<file path="config.mk">
export PLATFORM = sky130hd
export DESIGN_NAME = pipe_ctrl
export DESIGN_NICKNAME = d
export VERILOG_FILES = /design/src/rtl/pipe_ctrl_pkg.sv /design/src/rtl/pipe_ctrl_hold_watchdog.sv /design/src/rtl/pipe_ctrl.sv
export SDC_FILE = /design/constraint.sdc
export NUM_CORES = 1
export LEC_CHECK = 0
export CORE_ASPECT_RATIO = 0.7
export CORE_UTILIZATION = 44
export DETAILED_ROUTE_END_ITERATION = 7
export MAX_ROUTING_LAYER = met4
export PLACE_DENSITY = 0.77
export SYNTH_ARGS = -nofsm -noshare
export SYNTH_HDL_FRONTEND = slang
export SYNTH_SLANG_ARGS = --single-unit
</file>
<file path="constraint.sdc">
create_clock -name clk -period 1.9 [get_ports clk]
set_clock_uncertainty 0.2 [all_clocks]
set_input_delay 0.19 -clock clk [delete_from_list [all_inputs] [get_ports clk]]
set_output_delay 0.19 -clock clk [all_outputs]
set_load 0.05 [all_outputs]
</file>
<file path="src/rtl/pipe_ctrl_pkg.sv">
// pipe_ctrl_pkg: shared definitions for the pipeline controller.
// Contents: hold-level codes driven on hold_flag, jump/reset enable levels,
// controller state encoding and a helper that picks the stronger hold level.
package pipe_ctrl_pkg;

  // Hold levels: a higher code freezes more of the front end.
  localparam logic [2:0] HOLD_NONE = 3'd0;
  localparam logic [2:0] HOLD_PC   = 3'd1;
  localparam logic [2:0] HOLD_IF   = 3'd2;
  localparam logic [2:0] HOLD_ID   = 3'd3;

  localparam logic JUMP_ENABLE  = 1'b1;
  localparam logic JUMP_DISABLE = 1'b0;
  localparam logic RST_ENABLE   = 1'b1;

  typedef enum logic [1:0] {
    ST_RUN   = 2'd0,
    ST_FLUSH = 2'd1,
    ST_HALT  = 2'd2
  } state_t;

  // Returns the stronger of two hold levels.
  function automatic logic [2:0] hold_max(input logic [2:0] a, input logic [2:0] b);
    return (a > b) ? a : b;
  endfunction

endpackage

</file>
<file path="src/rtl/pipe_ctrl_hold_watchdog.sv">
// hold_watchdog: counts consecutive bus-hold cycles and flags a bus timeout.
// Ports:
//   clk          in  1  clock, posedge
//   rst          in  1  synchronous active-high reset
//   rib_hold_req in  1  bus busy stall request
//   bus_timeout  out 1  registered one-cycle pulse when the run length hits BUS_TMO
module hold_watchdog
  import pipe_ctrl_pkg::*;
#(
  parameter int BUS_TMO = 255
) (
  input  logic clk,
  input  logic rst,
  input  logic rib_hold_req,
  output logic bus_timeout
);

  localparam logic [7:0] TMO = 8'(BUS_TMO);

  logic [7:0] cnt;
  logic [7:0] cnt_next;

  // Next run length: saturating increment while held, cleared otherwise.
  always_comb begin
    cnt_next = 8'd0;
    if (rib_hold_req) begin
      cnt_next = (cnt == 8'hFF) ? cnt : (cnt + 8'd1);
    end else begin
      cnt_next = 8'd0;
    end
  end

  // Counter register and edge-detected timeout pulse; saturation keeps
  // the pulse from repeating while the bus stays held.
  always_ff @(posedge clk) begin
    if (rst == RST_ENABLE) begin
      cnt         <= 8'd0;
      bus_timeout <= 1'b0;
    end else begin
      cnt         <= cnt_next;
      bus_timeout <= rib_hold_req && (cnt_next == TMO) && (cnt != TMO);
    end
  end

endmodule

</file>
<file path="src/rtl/pipe_ctrl.sv">
// pipe_ctrl: pipeline hold / jump / halt controller.
// Ports:
//   clk, rst                         clock and synchronous active-high reset
//   ex_jump_req, ex_jump_addr[31:0]  execute-stage jump request and target
//   ex_hold_req                      execute multi-cycle stall
//   rib_hold_req                     bus busy stall
//   clint_int_req, clint_int_addr    interrupt entry request and handler address
//   clint_hold_req                   interrupt context-save stall
//   jtag_halt_req                    debugger halt (level)
//   jump_flag, jump_addr[31:0]       registered jump to the PC register
//   hold_flag[2:0]                   combinational hold level to pipeline regs
//   halted                           registered halt acknowledge
//   bus_timeout                      one-cycle bus timeout pulse
module pipe_ctrl
  import pipe_ctrl_pkg::*;
#(
  parameter int FLUSH_LEN = 2,
  parameter int BUS_TMO   = 255
) (
  input  logic        clk,
  input  logic        rst,
  input  logic        ex_jump_req,
  input  logic [31:0] ex_jump_addr,
  input  logic        ex_hold_req,
  input  logic        rib_hold_req,
  input  logic        clint_int_req,
  input  logic [31:0] clint_int_addr,
  input  logic        clint_hold_req,
  input  logic        jtag_halt_req,
  output logic        jump_flag,
  output logic [31:0] jump_addr,
  output logic [2:0]  hold_flag,
  output logic        halted,
  output logic        bus_timeout
);

  localparam int CW = (FLUSH_LEN > 1) ? $clog2(FLUSH_LEN) : 1;
  localparam logic [CW-1:0] FLUSH_INIT = CW'(FLUSH_LEN - 1);

  state_t        state;
  logic [CW-1:0] flush_cnt;
  logic          pend_valid;
  logic [31:0]   pend_addr;

  logic          req_valid;
  logic [31:0]   req_addr;
  logic [31:0]   pend_next;
  logic [2:0]    lvl_id;
  logic [2:0]    lvl_if;
  logic [2:0]    lvl_pc;

  // Interrupt wins over an execute jump; an interrupt also overwrites a pending target.
  always_comb begin
    req_valid = clint_int_req || ex_jump_req;
    req_addr  = clint_int_req ? clint_int_addr : ex_jump_addr;
    pend_next = clint_int_req ? clint_int_addr : pend_addr;
  end

  // Hold level is the maximum of all contributions; state-derived terms are
  // masked while reset is asserted so only live input requests can hold.
  always_comb begin
    lvl_id = (ex_hold_req || clint_hold_req ||
              (!rst && ((state == ST_HALT) || jump_flag))) ? HOLD_ID : HOLD_NONE;
    lvl_if = (!rst && (state == ST_FLUSH)) ? HOLD_IF : HOLD_NONE;
    lvl_pc = rib_hold_req ? HOLD_PC : HOLD_NONE;
    hold_flag = hold_max(lvl_id, hold_max(lvl_if, lvl_pc));
  end

  // Controller FSM with registered jump/halt outputs.
  always_ff @(posedge clk) begin
    if (rst == RST_ENABLE) begin
      state      <= ST_RUN;
      flush_cnt  <= '0;
      pend_valid <= 1'b0;
      pend_addr  <= 32'd0;
      jump_flag  <= JUMP_DISABLE;
      jump_addr  <= 32'd0;
      halted     <= 1'b0;
    end else begin
      jump_flag <= JUMP_DISABLE;
      case (state)
        ST_RUN: begin
          if (jump_flag) begin
            // Issuing cycle: start the flush; only interrupts are kept.
            state     <= ST_FLUSH;
            flush_cnt <= FLUSH_INIT;
            if (clint_int_req) begin
              pend_valid <= 1'b1;
              pend_addr  <= clint_int_addr;
            end else begin
              pend_valid <= pend_valid;
            end
          end else if (pend_valid) begin
            // Pending jump: later execute jumps are dropped, interrupts overwrite.
            if (!rib_hold_req) begin
              jump_flag  <= JUMP_ENABLE;
              jump_addr  <= pend_next;
              pend_valid <= 1'b0;
            end else begin
              pend_addr <= pend_next;
            end
          end else if (req_valid) begin
            if (!rib_hold_req) begin
              jump_flag <= JUMP_ENABLE;
              jump_addr <= req_addr;
            end else begin
              pend_valid <= 1'b1;
              pend_addr  <= req_addr;
            end
          end else if (jtag_halt_req) begin
            state  <= ST_HALT;
            halted <= 1'b1;
          end else begin
            state <= ST_RUN;
          end
        end
        ST_FLUSH: begin
          if (flush_cnt == '0) begin
            state <= ST_RUN;
            // A latched (or just-arriving) interrupt issues directly on exit.
            if ((pend_valid || clint_int_req) && !rib_hold_req) begin
              jump_flag  <= JUMP_ENABLE;
              jump_addr  <= pend_next;
              pend_valid <= 1'b0;
            end else if (clint_int_req) begin
              pend_valid <= 1'b1;
              pend_addr  <= clint_int_addr;
            end else begin
              pend_valid <= pend_valid;
            end
          end else begin
            flush_cnt <= flush_cnt - CW'(1);
            if (clint_int_req) begin
              pend_valid <= 1'b1;
              pend_addr  <= clint_int_addr;
            end else begin
              pend_valid <= pend_valid;
            end
          end
        end
        ST_HALT: begin
          if (!jtag_halt_req) begin
            state  <= ST_RUN;
            halted <= 1'b0;
          end else begin
            halted <= 1'b1;
          end
        end
        default: begin
          state  <= ST_RUN;
          halted <= 1'b0;
        end
      endcase
    end
  end

  hold_watchdog #(
    .BUS_TMO(BUS_TMO)
  ) u_hold_watchdog (
    .clk          (clk),
    .rst          (rst),
    .rib_hold_req (rib_hold_req),
    .bus_timeout  (bus_timeout)
  );

endmodule

</file>
==> results of run 1 <==
[worst min-delay path by stage]
stage,startpoint,to,cells after the start
floorplan,jtag_halt_req,state[1],2
global placement,jump_addr[5],jump_addr[5],1
detailed placement,jump_addr[23],jump_addr[23],1
CTS,clint_int_req,state[1],5
global route,jump_addr[1],jump_addr[1],1
finish,clint_int_req,state[1],5
[flip-flops by register name, indices dropped and copies added (netlist names)]
signal,flops
flush_cnt,1
halted,1
jump_addr,32
jump_flag,1
pend_addr,32
pend_valid,1
state,2
u_hold_watchdog.bus_timeout,1
u_hold_watchdog.cnt,8
[where the power goes]
part           switching (mW)  total [mW]  leakage [nW]  internal (mW)
Combinational           0.835        1.67          1.85          0.836
Clock                   0.670        1.66         0.138          0.986
Sequential              0.106        1.92         0.653           1.82
[per-layer routing]
metal / GRT usage / share of wire / up-vias
met5: - / 0 / -
met4: 0.0828 / 0.016 / 0
met3: 0.0522 / 0.059 / 21
met2: 0.398 / 0.47 / 159
met1: 0.322 / 0.46 / 2123
li1: - / - / 2064
[synth_stat cells (3+ instances only)]
cell,instances,area (µm²)
a211o_1,32,280
a21oi_1,41,205
a32o_1,64,641
buf_2,15,75.1
clkbuf_1,30,113
dfxtp_1,79,1580
ha_1,4,50.1
inv_1,4,15.0
mux2i_1,3,30.0
nand2_1,7,26.3
nand2b_1,35,219
nand3_1,4,20.0
nor2_1,47,176
nor2b_1,33,206
nor3_1,39,195
o21ai_0,5,25.0
xnor2_1,3,26.3
[through the flow]
step	hold WS [ns]	total power [mW]	util	setup slack [ns]	area [µm²]
finish	0.249	5.25	0.716	-0.550	6490
floorplan	0.173	2.80	-	-0.276	4160
detailed placement	0.255	3.37	0.619	-0.497	5610
global placement	0.248	3.33	0.619	-0.427	5610
CTS	0.228	5.10	0.674	-0.556	6110
global route	0.290	5.46	0.716	-0.629	6490
[final cells by class]
class | instances | area share
clock inverter | 2 | 0.00212
timing repair buffer | 170 | 0.306
clock buffer | 13 | 0.0416
tap | 124 | 0.0239
inverter | 4 | 0.00270
sequential | 79 | 0.246
multi-input combinational | 346 | 0.377
[cell families after synthesis]
family                   count (synthesis)  share of synthesized area
AND/OR/NAND/NOR                        179                      0.231
XOR/XNOR                                 4                    0.00851
flip-flops                              79                      0.384
other                                    1                   0.000910
adder cells (fa/ha/maj)                  4                     0.0122
multiplexers                             3                    0.00729
buffers and inverters                   51                     0.0519
AO/OA/AOI/OAI                          155                      0.304
[critical path, cell delays in order (launching register included)]
cell	delay (ns)
dfxtp_2	0.35
inv_2	0.05
a21oi_2	0.11
o21a_1	0.18
inv_2	0.06
ha_4	0.21
nor3b_2	0.15
a31oi_1	0.15
o21ai_1	0.09
a21oi_1	0.12
a21o_2	0.13
buf_12	0.13
[what timing repair did]
| action | CTS | global route |
|---|---|---|
| endpoints found under the hold margin | 0 | 0 |
| resized for setup | 22 | 37 |
| cloned | 3 | 9 |
| hold buffers | 0 | 0 |
| pin swaps | 5 | 8 |
| buffers inserted | 6 | 10 |
| setup endpoints to repair | 22 | 80 |
==> impl_metrics.env, run 1 <==
export IMPL_status="finished, violations left"
export IMPL_violations="negative setup slack"
export IMPL_wl_mm=13.2
export IMPL_fin_nets=686
export IMPL_dpl_cell_count=698
export IMPL_maxSlewHeadroom=0.636
export IMPL_async_flop_share=0
export IMPL_p_leak_nw=2.64
export IMPL_cts_tree="yes"
export IMPL_start_kind="register"
export IMPL_worstReg2RegStart="state[0]"
export IMPL_grt_overflow=0
export IMPL_powerDensity_nw_per_um2=809
export IMPL_min_delay_path_class="in -> reg"
export IMPL_synthFlopType="dfxtp_1"
export IMPL_first_iter_violations=419
export IMPL_stdcell_count=738
export IMPL_setup_worst_path_end="hold_flag[0]"
export IMPL_syn_inst=476
export IMPL_drive_gt1_frac=0.187
export IMPL_fill_cells=671
export IMPL_maxSlewViolCount=0
export IMPL_portBuffers=108
export IMPL_cts_htree_levels=3
export IMPL_synth_edff_count=0
export IMPL_setup_ws_ns=-0.550
export IMPL_vias=4367
export IMPL_worstPathArrival_ns=2.06
export IMPL_rsz0062_at_grt="true"
export IMPL_yosys_register_bits=79
export IMPL_worst_pin_slew_ns=0.547
export IMPL_clk_pin_slew_worst_paths_ns=0.06
export IMPL_syn_area_um2=4120
export IMPL_place_congestion=0.871
export IMPL_path_max_fanout=3
export IMPL_grt_use_total=0.252
export IMPL_final_seq_area_um2=1600
export IMPL_antenna_found_initial=0
export IMPL_start_util=0.454
export IMPL_die_y_um=83.0
export IMPL_rrSetupSlack_ns=-0.48
export IMPL_ys_types=44
export IMPL_dp_hpwl_mm=7.75
export IMPL_r2r_cells=14
export IMPL_die_width_um=118
export IMPL_cp_required_ns=1.51
export IMPL_ant_nets=0
export IMPL_timing_rr_end="pend_addr[17]"
export IMPL_syn_num_nets=552
export IMPL_cts_sinks=79
export IMPL_maxCapViolCount=0
export IMPL_cts_buffer_depth=2
export IMPL_avgSynthCellArea_um2=8.65
export IMPL_multiInputGateArea_um2=2450
export IMPL_cts_buffers=9
export IMPL_mostFrequentLayoutCells="clkdlybuf4s50_1 (86), dfxtp_1 (72), a32o_1 (64)"
export IMPL_clk_latency_ns=0.34
export IMPL_grt_max_degree=130
export IMPL_drcViolationCount=0
export IMPL_yosysSeqAreaShare=0.384
export IMPL_hold_viol=0
export IMPL_wire_per_inst_um=17.9
export IMPL_cts_root_buf="clkbuf_16"
export IMPL_end_kind="output pin"
export IMPL_ys_warn_count=0
export IMPL_core_um2=9070
export IMPL_dieArea_um2=9760
export IMPL_crit_type="reg -> out"
export IMPL_period_minus_slack_ns=2.45
export IMPL_finalSetupViolations=65
export IMPL_grt_pass1_wl_mm=19.4
export IMPL_firstDrtPassIters=5
export IMPL_pin_count=110
export IMPL_num_rows=29
export IMPL_mostFrequentLayoutCell="clkdlybuf4s50_1"
export IMPL_critPathLaunch="state[0]"
export IMPL_max_freq_ghz=0.408
export IMPL_grt_pass1_vias=3997
export IMPL_areaGrowthSynthToFinish_pct=57.6
export IMPL_peakVddDrop_uv=629
export IMPL_antenna_cells=0
export IMPL_tns_ns=-19.92
export IMPL_routed_via_density=5.92
export IMPL_min_period_over_period=1.29
(Power assumes the default switching activity.)
==> inputs of run 2 (changes only) <==
--- a/config.mk
+++ b/config.mk
@@ -8,6 +8,7 @@
 export CORE_ASPECT_RATIO = 0.7
 export CORE_UTILIZATION = 44
 export DETAILED_ROUTE_END_ITERATION = 7
+export HOLD_SLACK_MARGIN = 0.05
 export MAX_ROUTING_LAYER = met4
 export PLACE_DENSITY = 0.77
 export SYNTH_ARGS = -nofsm -noshare
==> results of run 2 <==
No change in the layout: final DEF, timing and power equal those of run 1.
==> inputs of run 3 (changes only) <==
--- a/config.mk
+++ b/config.mk
@@ -5,12 +5,14 @@
 export SDC_FILE = /design/constraint.sdc
 export NUM_CORES = 1
 export LEC_CHECK = 0
+export CAP_MARGIN = 20
 export CORE_ASPECT_RATIO = 0.7
-export CORE_UTILIZATION = 44
+export CORE_UTILIZATION = 57
 export DETAILED_ROUTE_END_ITERATION = 7
+export DONT_BUFFER_PORTS = 1
 export HOLD_SLACK_MARGIN = 0.05
 export MAX_ROUTING_LAYER = met4
-export PLACE_DENSITY = 0.77
+export PLACE_DENSITY = 0.76
 export SYNTH_ARGS = -nofsm -noshare
 export SYNTH_HDL_FRONTEND = slang
 export SYNTH_SLANG_ARGS = --single-unit
==> run 3 against run 2 <==
Setup slack worse by 0.25 ns; worst hold slack lost 0.37 ns; clock power is 10% lower; maximum frequency decreased by 9.4%; the run ends with negative hold slack, negative setup slack left; total power shrank 1.3%; largest cell class unchanged; flip-flop and latch count unchanged; first-iteration DRC count up 37%; via count increased by 12%; non-clock buffer count is 30 lower; global-route usage is 9.9 points higher.
==> impl_metrics.env, run 3 (synthesis results as in run 1) <==
export IMPL_status="finished, violations left"
export IMPL_violations="negative hold slack, negative setup slack"
export IMPL_setup_ws_ns=-0.804
export IMPL_cts_root_buf="clkbuf_8"
export IMPL_total_power_mw=5.18
export IMPL_wl_mm=17.5
export IMPL_antenna_cells=0
export IMPL_worstPathCellList="inv_2 -> a21oi_2 -> o21a_2 -> inv_2 -> ha_4 -> nor3b_4 -> a31oi_2 -> o21ai_1 -> a21oi_1 -> a21o_2"
export IMPL_rrSetupSlack_ns=-0.38
export IMPL_core_um2=6880
export IMPL_cts_buffer_depth=2
export IMPL_grt_use_total=0.351
export IMPL_p_leak_nw=2.30
export IMPL_finalSetupViolations=68
export IMPL_peakVddDrop_uv=630
export IMPL_dp_hpwl_mm=6.63
export IMPL_whs_ns=-0.120
export IMPL_cts_buffers=9
export IMPL_dieArea_um2=7580
export IMPL_worstPathArrival_ns=2.31
export IMPL_r2r_cells=11
export IMPL_fin_area_um2=6290
export IMPL_antenna_found_initial=0
export IMPL_setup_worst_path_end="hold_flag[0]"
export IMPL_cpMaxStageDelayCell="dfxtp_2"
export IMPL_tns_ns=-17.40
export IMPL_crit_family="compound AO/OA/AOI/OAI gates"
export IMPL_die_y_um=73.1
export IMPL_cp_required_ns=1.51
export IMPL_areaGrowthSynthToFinish_pct=52.6
export IMPL_grt_pass1_vias=4035
export IMPL_utilization=0.914
export IMPL_mostFrequentLayoutCells="dlygate4sd3_1 (80), dfxtp_1 (72), a32o_1 (64)"
export IMPL_maxCapViolCount=0
export IMPL_drcViolationCount=0
export IMPL_grt_max_degree=131
export IMPL_period_minus_slack_ns=2.70
export IMPL_clk_latency_ns=0.37
export IMPL_crit_type="reg -> out"
export IMPL_num_rows=25
export IMPL_maxSlewHeadroom=0.601
export IMPL_vias=4874
export IMPL_min_from="clint_int_req"
export IMPL_largestRegisters="jump_addr x32, pend_addr x32, u_hold_watchdog.cnt x8"
export IMPL_min_delay_path_class="in -> reg"
export IMPL_worstReg2RegStart="state[0]"
export IMPL_wire_per_inst_um=25.7
export IMPL_start_kind="register"
export IMPL_cts_htree_levels=3
export IMPL_critPathBufInv=2
export IMPL_cts_sinks=79
export IMPL_stdcell_count=679
export IMPL_met2_usage=0.560
export IMPL_clk_pin_slew_worst_paths_ns=0.08
export IMPL_firstDrtPassIters=5
export IMPL_pin_count=110
export IMPL_dpl_cell_area_um2=4410
export IMPL_path_depth=10
export IMPL_grt_pass1_wl_mm=20.3
export IMPL_min_period_over_period=1.42
export IMPL_routed_via_density=7.18
export IMPL_use_met1=0.430
export IMPL_fin_nets=656
export IMPL_start_util=0.599
export IMPL_end_kind="output pin"
export IMPL_rsz0062_at_grt="true"
export IMPL_max_freq_ghz=0.370
export IMPL_critPathLaunch="state[0]"
export IMPL_powerDensity_nw_per_um2=824
export IMPL_timing_rr_end="pend_addr[16]"
export IMPL_die_width_um=104
export IMPL_hold_viol=22
export IMPL_place_congestion=0.927
export IMPL_portBuffers=0
export IMPL_path_max_fanout=4
export IMPL_gr_max_usage_layer="met2"
export IMPL_cpMostUsedCell="inv_2"
export IMPL_ant_nets=0
export IMPL_maxSlewViolCount=0
export IMPL_place_ws_ns=-0.297
export IMPL_first_iter_violations=575
export IMPL_cts_tree="yes"
export IMPL_worst_pin_slew_ns=0.597
export IMPL_max_stage_delay_ns=0.36
export IMPL_dpl_cell_count=554
export IMPL_mostFrequentLayoutCell="dlygate4sd3_1"
export IMPL_grt_overflow=0
export IMPL_fill_cells=250
export IMPL_met3_usage=0.0902
export IMPL_drive_gt1_frac=0.263
## run 3: cell count changes in the layout (fill, tap and decap cells not counted), sizes merged
cell           previous run  this run
clkdlybuf4s50            86         0
dlygate4sd3               0        80
dlymetal6s2s             13         0
buf                      61        54
bufbuf                    2         0
bufinv                    0         2
clkbuf                   20        18
clkinv                    0         1
dlygate4sd2               1         0
inv                       5         4
## run 3: how the worst min path moves through the flow
stage	slack, ns	end	cells after the start
floorplan	0.17	state[1]	2
global placement	0.06	halted	1
detailed placement	0.07	state[1]	1
CTS	-0.12	jump_addr[19]	2
global route	-0.11	jump_addr[19]	2
finish	-0.12	jump_addr[13]	2
## run 3: routing by layer
metal  part of all wire  vias up
met2               0.45      460
met4              0.057        0
met1               0.36     2268
met5                  0        -
met3               0.13      142
li1                   -     2004
## run 3: worst register-to-register path, delay by kind of cell (launching register included)
kind / cells / cell delay [ns]
buffers and inverters: 6 / 0.90
flip-flops: 1 / 0.34
AND/OR/NAND/NOR: 3 / 0.43
AO/OA/AOI/OAI: 2 / 0.37
## run 3: final cells by class
class	count	area (µm²)	area share
multi-input cells	346	2680	0.425
well taps	94	118	0.0187
inverters	4	15.0	0.00239
clock inverters	4	76.3	0.0121
clock buffers	12	156	0.0249
repair buffers	140	1650	0.262
flip-flops and latches	79	1600	0.255
## run 3: power breakdown
part	switching, mW	internal (mW)	leakage (nW)	total [mW]
clock network	0.669	0.824	0.112	1.49
registers	0.360	1.81	0.654	2.17
logic	0.729	0.787	1.53	1.52
## run 3: what timing repair did
action                     in CTS  in global routing
gates cloned                    6                 11
setup endpoints to repair      34                 68
hold buffers                   72                  8
buffers inserted                9                 10
hold endpoints to repair       78                 61
resized for setup              25                 91
pin swaps                      11                 85
